## src/rtl/fft_r2_ctrl.sv

```systemverilog
// Address/strobe sequencer for an in-place radix-2 DIF FFT.
// Drives dual-port sample RAM and twiddle ROM; write-back mirrors reads.
module fft_r2_ctrl #(
    parameter int N      = 16,
    parameter int LOG2N  = 4,
    parameter int RD_LAT = 1
) (
    input  logic                     clk,
    input  logic                     rst_n,
    input  logic                     start,
    output logic                     busy,
    output logic                     done,
    output logic                     rd_en,
    output logic [LOG2N-1:0]         rd_addr_a,
    output logic [LOG2N-1:0]         rd_addr_b,
    output logic [LOG2N-2:0]         tw_addr,
    output logic                     wr_en,
    output logic [LOG2N-1:0]         wr_addr_a,
    output logic [LOG2N-1:0]         wr_addr_b,
    output logic [$clog2(LOG2N):0]   stage
);

    localparam int AW   = LOG2N;
    localparam int KW   = LOG2N - 1;
    localparam int SW   = $clog2(LOG2N) + 1;
    localparam int HALF = N / 2;
    localparam int BW   = (RD_LAT > 1) ? $clog2(RD_LAT) : 1;

    typedef enum logic [1:0] {
        S_IDLE,
        S_RUN,
        S_BUBBLE,
        S_DONE
    } state_t;

    state_t          r_state;
    logic [KW-1:0]   r_k;
    logic [SW-1:0]   r_stage;
    logic [BW-1:0]   r_bcnt;
    logic            r_busy;
    logic            r_done;
    logic            r_rd_en;
    logic [AW-1:0]   r_rd_a;
    logic [AW-1:0]   r_rd_b;
    logic [KW-1:0]   r_tw;

    logic            r_dly_en [RD_LAT];
    logic [AW-1:0]   r_dly_a  [RD_LAT];
    logic [AW-1:0]   r_dly_b  [RD_LAT];

    logic [KW-1:0]   w_k_nxt;
    logic [SW-1:0]   w_stage_nxt;
    logic [SW-1:0]   w_s;
    logic [KW-1:0]   w_k;
    logic [AW-1:0]   w_kk;
    logic [AW-1:0]   w_span;
    logic [AW-1:0]   w_j;
    logic [AW-1:0]   w_a;
    logic [AW-1:0]   w_b;
    logic [KW-1:0]   w_tw;

    assign w_k_nxt     = r_k + KW'(1);
    assign w_stage_nxt = r_stage + SW'(1);

    // Select the butterfly that will be presented in the next cycle.
    always_comb begin
        w_s = r_stage;
        w_k = w_k_nxt;
        if (r_state == S_IDLE) begin
            w_s = '0;
            w_k = '0;
        end else if (r_state == S_BUBBLE) begin
            w_s = w_stage_nxt;
            w_k = '0;
        end
    end

    // span is a power of two, so k mod span is a mask and k - j = g*span.
    always_comb begin
        w_kk   = {1'b0, w_k};
        w_span = AW'(HALF) >> w_s;
        w_j    = w_kk & (w_span - AW'(1));
        w_a    = ((w_kk - w_j) << 1) + w_j;
        w_b    = w_a + w_span;
        w_tw   = KW'(w_j << w_s);
    end

    always_ff @(posedge clk) begin
        if (!rst_n) begin
            r_state <= S_IDLE;
            r_k     <= '0;
            r_stage <= '0;
            r_bcnt  <= '0;
            r_busy  <= 1'b0;
            r_done  <= 1'b0;
            r_rd_en <= 1'b0;
            r_rd_a  <= '0;
            r_rd_b  <= '0;
            r_tw    <= '0;
            for (int i = 0; i < RD_LAT; i++) begin
                r_dly_en[i] <= 1'b0;
                r_dly_a[i]  <= '0;
                r_dly_b[i]  <= '0;
            end
        end else begin
            unique case (r_state)
                S_IDLE: begin
                    if (start) begin
                        r_state <= S_RUN;
                        r_k     <= '0;
                        r_stage <= '0;
                        r_busy  <= 1'b1;
                        r_rd_en <= 1'b1;
                        r_rd_a  <= w_a;
                        r_rd_b  <= w_b;
                        r_tw    <= w_tw;
                    end
                end
                S_RUN: begin
                    if (r_k == KW'(HALF - 1)) begin
                        r_state <= S_BUBBLE;
                        r_rd_en <= 1'b0;
                        r_bcnt  <= BW'(RD_LAT - 1);
                    end else begin
                        r_k    <= w_k_nxt;
                        r_rd_a <= w_a;
                        r_rd_b <= w_b;
                        r_tw   <= w_tw;
                    end
                end
                S_BUBBLE: begin
                    if (r_bcnt != '0) begin
                        r_bcnt <= r_bcnt - BW'(1);
                    end else if (r_stage == SW'(LOG2N - 1)) begin
                        r_state <= S_DONE;
                        r_busy  <= 1'b0;
                        r_done  <= 1'b1;
                    end else begin
                        r_state <= S_RUN;
                        r_stage <= w_stage_nxt;
                        r_k     <= '0;
                        r_rd_en <= 1'b1;
                        r_rd_a  <= w_a;
                        r_rd_b  <= w_b;
                        r_tw    <= w_tw;
                    end
                end
                S_DONE: begin
                    r_state <= S_IDLE;
                    r_done  <= 1'b0;
                end
                default: r_state <= S_IDLE;
            endcase

            r_dly_en[0] <= r_rd_en;
            r_dly_a[0]  <= r_rd_a;
            r_dly_b[0]  <= r_rd_b;
            for (int i = 1; i < RD_LAT; i++) begin
                r_dly_en[i] <= r_dly_en[i-1];
                r_dly_a[i]  <= r_dly_a[i-1];
                r_dly_b[i]  <= r_dly_b[i-1];
            end
        end
    end

    assign busy      = r_busy;
    assign done      = r_done;
    assign rd_en     = r_rd_en;
    assign rd_addr_a = r_rd_a;
    assign rd_addr_b = r_rd_b;
    assign tw_addr   = r_tw;
    assign stage     = r_stage;
    assign wr_en     = r_dly_en[RD_LAT-1];
    assign wr_addr_a = r_dly_a[RD_LAT-1];
    assign wr_addr_b = r_dly_b[RD_LAT-1];

endmodule

```

## config.mk

```make
export PLATFORM = sky130hd
export DESIGN_NAME = fft_r2_ctrl
export DESIGN_NICKNAME = d
export VERILOG_FILES = /design/src/rtl/fft_r2_ctrl.sv
export SDC_FILE = /design/constraint.sdc
export NUM_CORES = 1
export LEC_CHECK = 0
export CAP_MARGIN = 30
export CORE_ASPECT_RATIO = 0.8
export CORE_MARGIN = 4
export CORE_UTILIZATION = 25
export CTS_BUF_LIST = sky130_fd_sc_hd__clkbuf_8
export DETAILED_ROUTE_END_ITERATION = 16
export PLACE_DENSITY = 0.41
export RECOVER_POWER = 50
export REMOVE_ABC_BUFFERS = 1
export SLEW_MARGIN = 20
export SYNTH_ARGS = -nofsm -noshare
export SYNTH_HDL_FRONTEND = slang
export SYNTH_SLANG_ARGS = --single-unit
```

## constraint.sdc

```tcl
create_clock -name clk -period 7.6 [get_ports clk]
set_input_delay 1.52 -clock clk [delete_from_list [all_inputs] [get_ports clk]]
set_output_delay 1.52 -clock clk [all_outputs]
set_load 0.1 [all_outputs]
```

==> results.ini <==
[outcome]
outcome = finished, final reports clean

[clocking]
htreeDepth = 2
cts_tree = built
cts-resized-gates = 0
clockRootBuffer = clkbuf_8
clock_sinks = 31
postCtsHoldBufs = 0
clockBufferDepth = 2
clock_latency_ns = 0.28
numCtsBuffers = 5
clk_pin_slew_ns = 0.07
cts_setup_buffers = 0

[yosys]
synth-edff-count = 0
avgSynthCellArea_um2 = 8.74
yosys-top-cells-count = dfxtp_1 (31), nand2_1 (22), and2_1 (14), ha_1 (10), nor2b_1 (10)
synth_top_area_share_pct = 38.2
yosysUniqueCellTypes = 40
ys_ff_latch = 31
ys_warn_count = 0
synth.cell_area_um2 = 1630
yosysMostFrequentCell = dfxtp_1
ys_seq_area_share_pct = 38.2
netlist_top_cells_area = dfxtp_1 (38%), ha_1 (7.7%), and2_1 (5.4%)
ys_async_sr_fraction_pct = 0
synth-main-ff-cell = dfxtp_1
synthCells = 186
yosysTopAreaCell = dfxtp_1

[sta]
fmax_ghz = 0.240
relSlewSlack_pct = 34.5
tns_ns = 0
finalHoldViolations = 0
hold_slack_ns = 0.465
clock-skew-final_ns = 0.00479
rsz0062_at_grt = false
setup_viol = 0
min_period_ns = 4.16
fin_crit_sh_pct = 54.7
finalMaxSlewViolations = 0
tightest_slew_ns = 0.979

[cells_and_area]
area_delta_synth_final_pct = 28.4
fin_util_pct = 34.2
num-nets-final = 227
n_antenna_cell = 0
final_cell_area_um2 = 2090
drive_gt1_share_pct = 6.10

[floorplanning]
die_y_um = 80.1
boundaryPins = 29
initial_utilization_pct = 26.7
rows = 25
fp.coreArea_um2 = 6100
die_x_um = 98.2
dieArea_um2 = 7870

[place]
place_hpwl_um = 2650
place.gp.congestion = 0.801
io_buffers = 28
postPlaceCellArea_um2 = 1970

[global_route]
antenna_found_initial = 0
grt_start_max_net_pins = 32
grtUsageMet3_pct = 2.52
grtUsageMet1_pct = 13.0
first_global_vias = 1342
met2_usage_pct = 16.0
grt_busiest_layer = met2
grt_overflow_total = 0
grt_first_pass_wirelength_um = 6350
grt.total_usage_pct = 10.1

[setup_path]
cp.arrival_ns = 4.33
cp_max_fo = 28
reg2reg_to = rd_addr_b[3]
reg2reg_depth = 16
endpoint_kind = flip-flop
path_class = reg2reg
reg2reg_from = r_state[0]
start_kind = flip-flop
critPathRequiredTime_ns = 7.78
r2r_setup_slack_ns = 3.44

[power_and_ir_drop]
ir_drop_uv = 108
leakage_nw = 0.832
sequentialPowerShare_pct = 40.3
pwr-share-clk_pct = 38.0
power_frac_comb_pct = 21.7
internal_power_mw = 0.300
swShare_pct = 32.0
switchingPower_mw = 0.141
power.density_nw_per_um2 = 212

[routing]
drt_iter0_drc = 27
vias = 1294
vias_per_cell = 4.40
drc_errors = 0
antenna_left = 0
detail_route.first_pass.iterations = 4
drt-wirelength-per-cell_um = 12.1
wirelength_um = 3570

[flow_run]
maxCapViolCount = 0

[hold_path]
hold_depth = 2
hold_class = reg2reg
whs_endpoint = tw_addr[0]
min-delay-start = tw_addr[0]

## worst max-delay path, stage by stage (launching register included)
cell and delay [ns]:
dfxtp_1 0.85, nor2b_1 0.19, ha_1 0.52, inv_1 0.10, nand2_1 0.15, ha_1 0.28
nor2b_1 0.18, and2_1 0.15, ha_1 0.15, inv_1 0.05, fa_1 0.50, inv_1 0.05
ha_1 0.30, a21oi_1 0.17, xor2_1 0.19, xnor2_1 0.14, o21ai_1 0.07
## kinds of logic after synthesis
logic type | count (synthesis) | share of synthesized area (%)
and+or+nand+nor | 73 | 23.5
AOI/OAI and AO/OA | 40 | 17.8
DFF | 31 | 38.2
buffers and inverters | 20 | 5.38
adders and majority gates | 12 | 10.2
xor gates and xnor gates | 6 | 3.23
other | 2 | 0.462
muxes | 2 | 1.23
## routing by layer
layer / routed length [um] / part of all wire [%]
met4: 59 / 1.7
met1: 1800 / 50
met3: 125 / 3.5
met5: 0 / 0
met2: 1580 / 44
## cells in the final DEF (no fill, tap or decap), drive strengths merged, types with 2 or more instances in the layout
cell type,netlist,routed
a31oi,3,3
nand2,22,22
dlygate4sd3,0,7
mux2i,2,2
fa,2,2
conb,2,2
nand3b,3,3
nand3,7,7
a211oi,2,2
dfxtp,31,31
a21boi,8,8
o31ai,2,2
xor2,2,2
clkbuf,8,7
ha,10,10
a21oi,8,8
inv,9,9
o21ai,6,6
o21a,2,2
o211a,3,3
nor2b,10,10
xnor2,4,4
nand2b,3,3
or3b,2,2
clkdlybuf4s50,0,21
nor2,9,9
and2,14,14
## state kept, by name (all words and copies together), names as in the netlist, 2 cells and up
register   count
rd_addr_b      4
r_dly_b        4
r_state        2
tw_addr        3
rd_addr_a      4
stage          3
r_k            3
r_dly_a        4
## metrics by stage
stage	std cells	power, mW	setup WS (ns)
after detailed placement	285	0.279	3.48
after global placement	284	0.278	3.63
after CTS	293	0.451	3.46
final	294	0.442	3.44
after floorplan	175	0.253	3.54
after global routing	294	0.464	2.96
## how the worst max path moves through the flow
stage	slack, ns	end	start	cells past startpoint
2_1_floorplan	3.54	rd_addr_b[3]	stage[1]	16
3_3_place_gp	3.63	rd_addr_b[3]	r_state[0]	16
3_5_place_dp	3.48	rd_addr_b[3]	r_state[0]	16
4_1_cts	3.46	rd_addr_b[3]	r_state[0]	16
5_1_grt	2.96	rd_addr_b[3]	r_state[0]	16
6_report	3.44	rd_addr_b[3]	r_state[0]	16
## cell type report
class                           instances  area, um2
Tap cell                               81        101
Clock inverter                          2       35.0
Multi-Input combinational cell        135        923
Sequential cell                        31        621
Inverter                                9       33.8
Timing Repair Buffer                   30        292
Fill cell                             632       4010
Clock buffer                            6       82.6
## power groups by stage
stage / combinational (mW) / sequential (mW) / clock [mW]
CTS: 0.0977 / 0.178 / 0.175
floorplan: 0.0213 / 0.232 / 0
finish: 0.0960 / 0.178 / 0.168
global placement: 0.0972 / 0.181 / 0
global route: 0.102 / 0.180 / 0.182
detailed placement: 0.0975 / 0.182 / 0
No activity file was read; power rests on OpenSTA's default activity.
